==> config.mk <==
export PLATFORM = sky130hd
export DESIGN_NAME = invader_fleet_ctrl
export DESIGN_NICKNAME = d
export VERILOG_FILES = /design/src/rtl/fleet_pkg.sv /design/src/rtl/fleet_step_timer.sv /design/src/rtl/invader_fleet_ctrl.sv
export SDC_FILE = /design/constraint.sdc
export NUM_CORES = 1
export LEC_CHECK = 0
export BUFFER_PORTS_ARGS = -buffer_cell sky130_fd_sc_hd__buf_2
export CAP_MARGIN = 10
export CORE_ASPECT_RATIO = 0.9
export CORE_MARGIN = 4
export CORE_UTILIZATION = 30
export CTS_BUF_LIST = sky130_fd_sc_hd__clkbuf_4 sky130_fd_sc_hd__clkbuf_8
export DETAILED_ROUTE_END_ITERATION = 12
export GPL_ROUTABILITY_DRIVEN = 0
export PLACE_DENSITY = 0.61
export SETUP_SLACK_MARGIN = 0.4
export SYNTH_ARGS = -nofsm -noshare
export SYNTH_HDL_FRONTEND = slang
export SYNTH_HIERARCHICAL = 1
export SYNTH_SLANG_ARGS = --single-unit
==> constraint.sdc <==
create_clock -name clk -period 4.45 [get_ports clk]
set_input_delay 0 -clock clk [delete_from_list [all_inputs] [get_ports clk]]
set_output_delay 0 -clock clk [all_outputs]
set_load 0.005 [all_outputs]
==> src/rtl/fleet_pkg.sv <==
// Shared constants for the invader fleet controller: state codes, invader
// count width/limit and a small helper used for counter sizing.
package fleet_pkg;

    localparam int ALIVE_W      = 6;
    localparam int MAX_INVADERS = 55;

    typedef logic [2:0] fleet_state_t;

    localparam fleet_state_t ST_IDLE      = 3'd0;
    localparam fleet_state_t ST_MARCH_R   = 3'd1;
    localparam fleet_state_t ST_DROP_TO_L = 3'd2;
    localparam fleet_state_t ST_MARCH_L   = 3'd3;
    localparam fleet_state_t ST_DROP_TO_R = 3'd4;
    localparam fleet_state_t ST_LANDED    = 3'd5;
    localparam fleet_state_t ST_CLEAR     = 3'd6;

    function automatic int imax(input int a, input int b);
        return (a > b) ? a : b;
    endfunction

    function automatic logic is_march(input fleet_state_t s);
        return (s == ST_MARCH_R) || (s == ST_MARCH_L);
    endfunction

    function automatic logic is_drop(input fleet_state_t s);
        return (s == ST_DROP_TO_L) || (s == ST_DROP_TO_R);
    endfunction

endpackage

==> src/rtl/fleet_step_timer.sv <==
// Frame counter with period compare; wrap is high in the cycle whose tick
// completes a period, and the counter returns to zero on that tick.
module fleet_step_timer #(
    parameter int W = 5
) (
    input  logic         clk,
    input  logic         reset,
    input  logic         clear,
    input  logic         enable,
    input  logic         tick,
    input  logic [W-1:0] period,
    output logic         wrap
);

    logic [W-1:0] r_count;
    logic [W-1:0] w_last;

    assign w_last = period - W'(1);
    assign wrap   = enable && tick && (r_count == w_last);

    always_ff @(posedge clk) begin
        if (reset) begin
            r_count <= '0;
        end else if (clear) begin
            r_count <= '0;
        end else if (enable && tick) begin
            r_count <= wrap ? '0 : r_count + W'(1);
        end
    end

endmodule

==> src/rtl/invader_fleet_ctrl.sv <==
// Invader fleet march/drop sequencer. Define FLEET_SPEEDUP_EN to make the
// march period shrink with the number of live invaders.
module invader_fleet_ctrl
    import fleet_pkg::*;
#(
    parameter int STEP_FRAMES_FIX = 30,
    parameter int STEP_FRAMES_MIN = 4,
    parameter int DROP_FRAMES     = 8
) (
    input  logic               clk,
    input  logic               reset,
    input  logic               startOfFrame,
    input  logic               gameStart,
    input  logic               pause,
    input  logic [ALIVE_W-1:0] aliveCount,
    input  logic               hitLeft,
    input  logic               hitRight,
    input  logic               hitBottom,
    output logic               stepPulse,
    output logic               dirRight,
    output logic               dropActive,
    output logic               landed,
    output logic               waveClear,
    output logic [2:0]         o_dbg_state
);

    // Counter must hold the longest period any build can select.
    localparam int PERIOD_MAX = imax(imax(STEP_FRAMES_FIX, DROP_FRAMES),
                                     STEP_FRAMES_MIN + (MAX_INVADERS >> 2));
    localparam int CNT_W      = $clog2(PERIOD_MAX + 1);

    fleet_state_t     r_state;
    fleet_state_t     w_next;
    logic             r_step;
    logic             r_dir;
    logic             w_in_play;
    logic             w_launch;
    logic             w_drop_entry;
    logic             w_step;
    logic             w_wrap;
    logic [CNT_W-1:0] w_step_period;
    logic [CNT_W-1:0] w_timer_period;

    assign w_in_play = is_march(r_state) || is_drop(r_state);

`ifdef FLEET_SPEEDUP_EN
    logic [CNT_W-1:0] r_period;
    logic [CNT_W-1:0] w_sampled_period;

    assign w_sampled_period = CNT_W'(STEP_FRAMES_MIN) + CNT_W'(aliveCount[ALIVE_W-1:2]);

    // Period is only re-sampled when the counter restarts, so a step in
    // flight always completes with the period it began with.
    always_ff @(posedge clk) begin
        if (reset) begin
            r_period <= CNT_W'(STEP_FRAMES_MIN);
        end else if (w_launch || w_wrap) begin
            r_period <= w_sampled_period;
        end
    end

    assign w_step_period = r_period;
`else
    assign w_step_period = CNT_W'(STEP_FRAMES_FIX);
`endif

    assign w_timer_period = is_drop(r_state) ? CNT_W'(DROP_FRAMES) : w_step_period;

    fleet_step_timer #(
        .W (CNT_W)
    ) u_timer (
        .clk    (clk),
        .reset  (reset),
        .clear  (w_launch || w_drop_entry),
        .enable (w_in_play && !pause),
        .tick   (startOfFrame),
        .period (w_timer_period),
        .wrap   (w_wrap)
    );

    // Wave end beats landing, landing beats an edge hit, an edge hit beats a step.
    always_comb begin
        w_next       = r_state;
        w_launch     = 1'b0;
        w_drop_entry = 1'b0;
        w_step       = 1'b0;
        if (!pause) begin
            if (!w_in_play) begin
                if (gameStart) begin
                    w_next   = ST_MARCH_R;
                    w_launch = 1'b1;
                end
            end else if (aliveCount == '0) begin
                w_next = ST_CLEAR;
            end else if (hitBottom) begin
                w_next = ST_LANDED;
            end else begin
                case (r_state)
                    ST_MARCH_R: begin
                        if (hitRight) begin
                            w_next       = ST_DROP_TO_L;
                            w_drop_entry = 1'b1;
                        end else begin
                            w_step = w_wrap;
                        end
                    end
                    ST_MARCH_L: begin
                        if (hitLeft) begin
                            w_next       = ST_DROP_TO_R;
                            w_drop_entry = 1'b1;
                        end else begin
                            w_step = w_wrap;
                        end
                    end
                    ST_DROP_TO_L: if (w_wrap) w_next = ST_MARCH_L;
                    ST_DROP_TO_R: if (w_wrap) w_next = ST_MARCH_R;
                    default:      w_next = r_state;
                endcase
            end
        end
    end

    always_ff @(posedge clk) begin
        if (reset) begin
            r_state <= ST_IDLE;
            r_step  <= 1'b0;
            r_dir   <= 1'b1;
        end else begin
            r_state <= w_next;
            r_step  <= w_step;
            if ((w_next == ST_MARCH_R) || (w_next == ST_DROP_TO_R)) begin
                r_dir <= 1'b1;
            end else if ((w_next == ST_MARCH_L) || (w_next == ST_DROP_TO_L)) begin
                r_dir <= 1'b0;
            end
        end
    end

    assign stepPulse   = r_step;
    assign dirRight    = r_dir;
    assign dropActive  = is_drop(r_state);
    assign landed      = (r_state == ST_LANDED);
    assign waveClear   = (r_state == ST_CLEAR);
    assign o_dbg_state = r_state;

endmodule

# --- Word level (Yosys, flattened, before mapping) ---
# Index checks and enable logic that the tools add are counted.
classes:
  add_sub_neg: 2
  bitwise: 1
  eq_ne: 11
  muxes: 25
  n_reduce_logical: 14
op_table:
  columns: ["cell", "count"]
  rows:
  - ["$mux W3", 9]
  - ["$eq A3 B2 Y1 const B", 4]
  - ["$eq A3 B3 Y1 const B", 4]
  - ["$pmux W3 S4", 1]
  - ["$mux W1", 11]
  - ["$mux W5", 2]
  - ["$eq A3 B1 Y1 const B", 2]
  - ["$logic_not A6 Y1", 1]
  - ["$logic_or A1 B1 Y1", 6]
  - ["$add A5 B1 Y5 const B", 1]
  - ["$eq A5 B5 Y1", 1]
  - ["$reduce_or A5 Y1", 1]
  - ["$sub A5 B1 Y5 const B", 1]
  - ["$pmux W1 S2", 2]
  - ["$reduce_or A2 Y1", 2]
  - ["$logic_and A1 B1 Y1", 3]
  - ["$logic_not A1 Y1", 1]
  - ["$not A1 Y1", 1]
totals:
  elab_cells: 57
  reg_bits: 10
  inputBits: 14

# --- Logic depth before layout (Yosys ltp) ---
logic_depth:
  depth_word: 15
  mapped_depth: 14
  depth_no_buf: 13

# --- Modules after synthesis ---
# The synthesis kept the hierarchy.
modules_own_cells:
  columns: ["mod", "n_inst", "area_each_um2", "cells_each", "seq_area_each_um2"]
  rows:
  - ["invader_fleet_ctrl", 1, 509.2, 60, 100.1]
  - ["fleet_step_timer", 1, 357.8, 40, 100.1]

# --- Worst setup path after synthesis ---
# Ideal clock, no wire load.
synth_timing:
  kind: "register -> register"
  from: "reg r_state[1], in the netlist o_dbg_state[1]"
  to: "reg r_dir, in the netlist dirRight"
  synth_period_minus_slack_ns: 2.732
  required_time_ns: 4.330
  path_buffers: 1
  arrival_ns: 2.612
  stages_incl_launch_ff: 15
  slack_ns: 1.718
  setup_time_ns: 0.120
  cell_sequence: "dfxtp_1 -> buf_6 -> xnor2_1 -> or2_2 -> inv_1 -> ha_1 -> xor2_1 -> nand3_1 -> nor4_4 -> nor4b_1 -> a31oi_1 -> a31oi_4 -> nor2_2 -> o2bb2ai_1 -> o21bai_2"
synth_via:
  elab_chain_len: 15
synth_rtl:
  columns: ["item", "line_no", "text"]
  rows:
  - ["from (decl)", "invader_fleet_ctrl.sv:32", "fleet_state_t r_state;"]
  - ["from (signal assigned)", "invader_fleet_ctrl.sv:129", "r_state <= w_next;"]
  - ["$eq A3 B2 Y1 / $eq A3 B3 Y1 (equally long branches)", "fleet_pkg.sv:27", "return (s == ST_DROP_TO_L) || (s == ST_DROP_TO_R);"]
  - ["$logic_or A1 B1 Y1 *", "fleet_pkg.sv:27", null]
  - ["$mux W5 *", "invader_fleet_ctrl.sv:67", "assign w_timer_period = is_drop(r_state) ? CNT_W'(DROP_FRAMES) : w_step_period;"]
  - ["net w_timer_period[1]", "invader_fleet_ctrl.sv:42", "logic [CNT_W-1:0] w_timer_period;"]
  - ["$sub A5 B1 Y5 *", "fleet_step_timer.sv:18", "assign w_last = period - W'(1);"]
  - ["$eq A5 B5 Y1 *", "fleet_step_timer.sv:19", "assign wrap = enable && tick && (r_count == w_last);"]
  - ["$logic_and A1 B1 Y1 *", "fleet_step_timer.sv:19", null]
  - ["net w_wrap", "invader_fleet_ctrl.sv:40", "logic w_wrap;"]
  - ["$mux W3, on equally long branches", "invader_fleet_ctrl.sv:116, invader_fleet_ctrl.sv:115", null]
  - ["$pmux W3 S4 *", "invader_fleet_ctrl.sv:98", "case (r_state)"]
  - ["$mux W3 *", "invader_fleet_ctrl.sv:95", "end else if (hitBottom) begin"]
  - ["$mux W3 *", "invader_fleet_ctrl.sv:93", "end else if (aliveCount == '0) begin"]
  - ["$mux W3 *", "invader_fleet_ctrl.sv:88", "if (!w_in_play) begin"]
  - ["$mux W3 *", "invader_fleet_ctrl.sv:87", "if (!pause) begin"]
  - ["$eq A3 B1 Y1 / $eq A3 B3 Y1 (equally long branches)", "invader_fleet_ctrl.sv:131", "if ((w_next == ST_MARCH_R) || (w_next == ST_DROP_TO_R)) begin"]
  - ["$logic_or A1 B1 Y1", "invader_fleet_ctrl.sv:131", null]
  - ["$reduce_or A2 Y1 (no line)", null, null]
  - ["to (signal assigned)", "invader_fleet_ctrl.sv:127", "r_dir <= 1'b1;"]
  - ["to (signal assigned)", "invader_fleet_ctrl.sv:132", "r_dir <= 1'b1;"]
  - ["to (signal assigned)", "invader_fleet_ctrl.sv:134", "r_dir <= 1'b0;"]
  - ["to (decl)", "invader_fleet_ctrl.sv:35", "logic r_dir;"]
# Mark *: on every way through the listed nets, which the timed path passes. The rest lies on a longest branch.
# A chain may end at the register's enable or synchronous reset.

# --- Worst setup path in the final report ---
# Ends and elaborated chain as after synthesis.

==> metrics.md <==
| Metric | Value |
|---|---|
| Detailed Route Iter0 Violations | 18 |
| Multi-input logic area | 617 µm² |
| PD cells | 234 nW/µm² |
| Post-synthesis cell area | 867 µm² |
| Chip Width | 64.7 µm |
| Crit path cell chain | xnor2_1 -> or2_2 -> inv_1 -> ha_1 -> xor2_1 -> nand3_1 -> nor4_4 -> nor4b_1 -> a31oi_1 -> a31oi_4 -> nor2_2 -> o2bb2ai_1 -> o21bai_2 |
| Num rows | 18 |
| Post-CTS Hold Buffers | 0 |
| Vias in the first global route | 693 |
| Die span in y | 59 µm |
| Largest net degree at the start of global routing | 13 |
| Via Count | 757 |
| IO Count | 22 |
| Leak | 0.405 nW |
| Most frequent cells in the layout | buf_2, dfxtp_1, xnor2_1, nand2_1 |
| Number of antenna-violating nets in the routed design | 0 |
| R2R Setup Slk | 1.31 ns |
| Hold path cells | 2 |
| Setup crit end kind | flip-flop |
| Slowest cell on the critical path | dfxtp_1 |
| # clock sinks | 10 |
| Clk buf depth | 2 |
| Startpoint types | flip-flop |
| Drt wl/cell | 10.8 µm |
| Worst VDD drop | 0.000137 V |
| Crit. Startpoint | o_dbg_state[1]$_SDFF_PP0_ |
| Synth Area in XOR/XNOR | 12.1% |
| Buffers added on ports | 21 |
| CTS clk-pin slew, worst paths | 0.07 ns |
| Final wirelength | 1760 µm |
| Post-synthesis mux area share | 1.73% |
| CP Data Arrival Time | 3.30 ns |
| CP Data Required Time | 4.61 ns |
| Placed inst area | 995 µm² |
| Crit share post-route | 70.6% |
| Max cap viols | 0 |
| Finished Cell Area | 1030 µm² |
| Dpl ws | 1.33 ns |
| Max Slew Vio Count | 0 |
| Setup bufs post-CTS | 0 |
| DRC viols | 0 |
| Worst Setup Path Type | reg2reg |
| Total CTS buffers | 3 |
| Warnings, synthesis | 6 |
| Worst Clk Skew | 0.00292 ns |
| Seq cells post-synth | 10 |
| Fmax | 0.318 GHz |
| GR Overflow Total | 0 |
| Final #Nets | 141 |
| Syn Inst Count | 100 |
| Core area | 2750 µm² |
| Vias per cell | 4.62 |
| Post-cts sizing count | 0 |
| Worst-path maximum fanout | 12 |
| Drt pass-1 iters | 4 |
| Final core utilization | 37.5% |
| Initial Util | 31.6% |
| Area grow syn2layout | 18.9% |
| Reg-to-reg endpoint | dirRight$_SDFFE_PP1P_ |
| CTS root buf | clkbuf_4 |
| FF-to-FF path depth | 13 |
| Final setup viols | 0 |
| CTS H-tree lvls | 1 |
| Antenna cell count | 0 |
| Filler cells | 292 |
| Synth Area in Adders | 2.89% |
| Total Die Area | 3820 µm² |
| Final Hold Fails | 0 |
| Status | finished, final reports clean |
| Hold Crit Class | in2reg |
| Combinational family with the most area after synthesis | simple AND/OR/NAND/NOR gates |
| Initial antenna violation count | 0 |
| Sequential area share after synthesis | 23.1% |
| Clock latency on the worst-skew pair | 0.27 ns |
| Flip-flop and latch area | 200 µm² |
| Synth unique cells | 41 |
| Tmin final | 3.14 ns |
| Syn_area_per_cell | 8.67 µm² |
| RSZ-0062 raised after global routing | false |
| Slowest stage delay, CP | 0.60 ns |
| CTS tree | yes |
| Post-synthesis compound-gate area fraction | 18.2% |
| Worst setup margin | 1.31 ns |
| GRT Total Usage | 10.7% |
| Design Power | 0.000242 W |
| Share of layout cells above drive strength 1 | 30.6% |
| Crit path to | dirRight$_SDFFE_PP1P_ |
| Reg2reg start | o_dbg_state[1]$_SDFF_PP0_ |
| Post-Synth Simple-Gate Area | 34.1% |
| Most common cell after layout, fill and taps aside | buf_2 |
| Fin Setup TNS | 0 ns |
| First-pass GRT wire length | 3160 µm |
| Post-DP HPWL | 1390 µm |
[cells in the mapped netlist (all sizes together)]
master,instances,area (µm²)
a21oi,3,15.0
a22oi,1,12.5
a31oi,2,27.5
a32oi,2,17.5
and2,2,12.5
and3,1,11.3
and3b,1,8.76
buf,4,38.8
conb,2,7.51
dfxtp,10,200
ha,2,25.0
inv,6,22.5
mux2,1,15.0
nand2,7,26.3
nand2b,3,18.8
nand3,4,20.0
nand4,2,12.5
nor2,7,28.8
nor2b,3,18.8
nor3,3,26.3
nor3b,3,32.5
nor4,6,52.6
nor4b,1,8.76
o21a,1,7.51
o21ai,3,15.0
o21bai,1,11.3
o22ai,1,6.26
o2bb2ai,1,8.76
o311a,1,21.3
o31ai,2,15.0
or2,1,6.26
or3,1,11.3
xnor2,7,61.3
xor2,5,43.8
[flip-flops by register name, summed over array words and instances, names as in the netlist]
signal and count:
dirRight 1, o_dbg_state 3, stepPulse 1, u_timer/r_count 5
[critical path: cells and delay by family, from the launching register on]
kind	cells	cell delay, ns
AOI/OAI and AO/OA	4	0.63
xor gates and xnor gates	2	0.28
adders and majority gates	1	0.23
buffers and inverters	1	0.08
DFF	1	0.60
and+or+nand+nor	5	1.21
[per-layer routing]
layer / track usage, % / vias to the layer above / wire length, µm
met1: 14.3 / 345 / 853
met5: 0 / - / 0
met4: 2.71 / 0 / 10
met3: 4.36 / 3 / 97
met2: 16.2 / 13 / 802
li1: - / 396 / -
[how the worst min path moves through the flow]
stage                      from                   endpoint  slack [ns]
after CTS                 reset  o_dbg_state[2]$_SDFF_PP0_       0.004
after global routing      reset  o_dbg_state[2]$_SDFF_PP0_        0.01
after detailed placement  reset  o_dbg_state[2]$_SDFF_PP0_        0.29
after floorplan           reset  o_dbg_state[2]$_SDFF_PP0_        0.07
final                     reset  o_dbg_state[2]$_SDFF_PP0_       0.006
after global placement    reset  o_dbg_state[0]$_SDFF_PP0_        0.30
[per-stage QoR]
stage	instances	hold WS [ns]
floorplan	103	0.0716
CTS	164	0.00407
global route	164	0.0123
finish	164	0.00554
global placement	160	0.297
detailed placement	160	0.295
[cells by family (layout without fill, tap and decap cells)]
logic type | after synthesis | count (layout)
DFF | 10 | 10
muxes | 1 | 1
and+or+nand+nor | 45 | 45
other | 2 | 5
AOI/OAI and AO/OA | 18 | 18
buffers and inverters | 10 | 31
adders and majority gates | 2 | 2
xor gates and xnor gates | 12 | 12
[area by class of cell]
cell class | count | share of cell area (%)
multi-input cells | 83 | 59.8
flip-flops and latches | 10 | 19.4
repair buffers | 21 | 10.2
well taps | 40 | 4.85
clock buffers | 4 | 3.52
inverters | 6 | 2.18
[report_power, final]
part / leakage, nW / internal, W / total [W] / switching [W]
combinational: 0.303 / 0.0000289 / 0.0000613 / 0.0000324
sequential: 0.0809 / 0.0000917 / 0.0000975 / 0.00000576
clock: 0.0210 / 0.0000497 / 0.0000829 / 0.0000332
(Power assumes the default switching activity.)
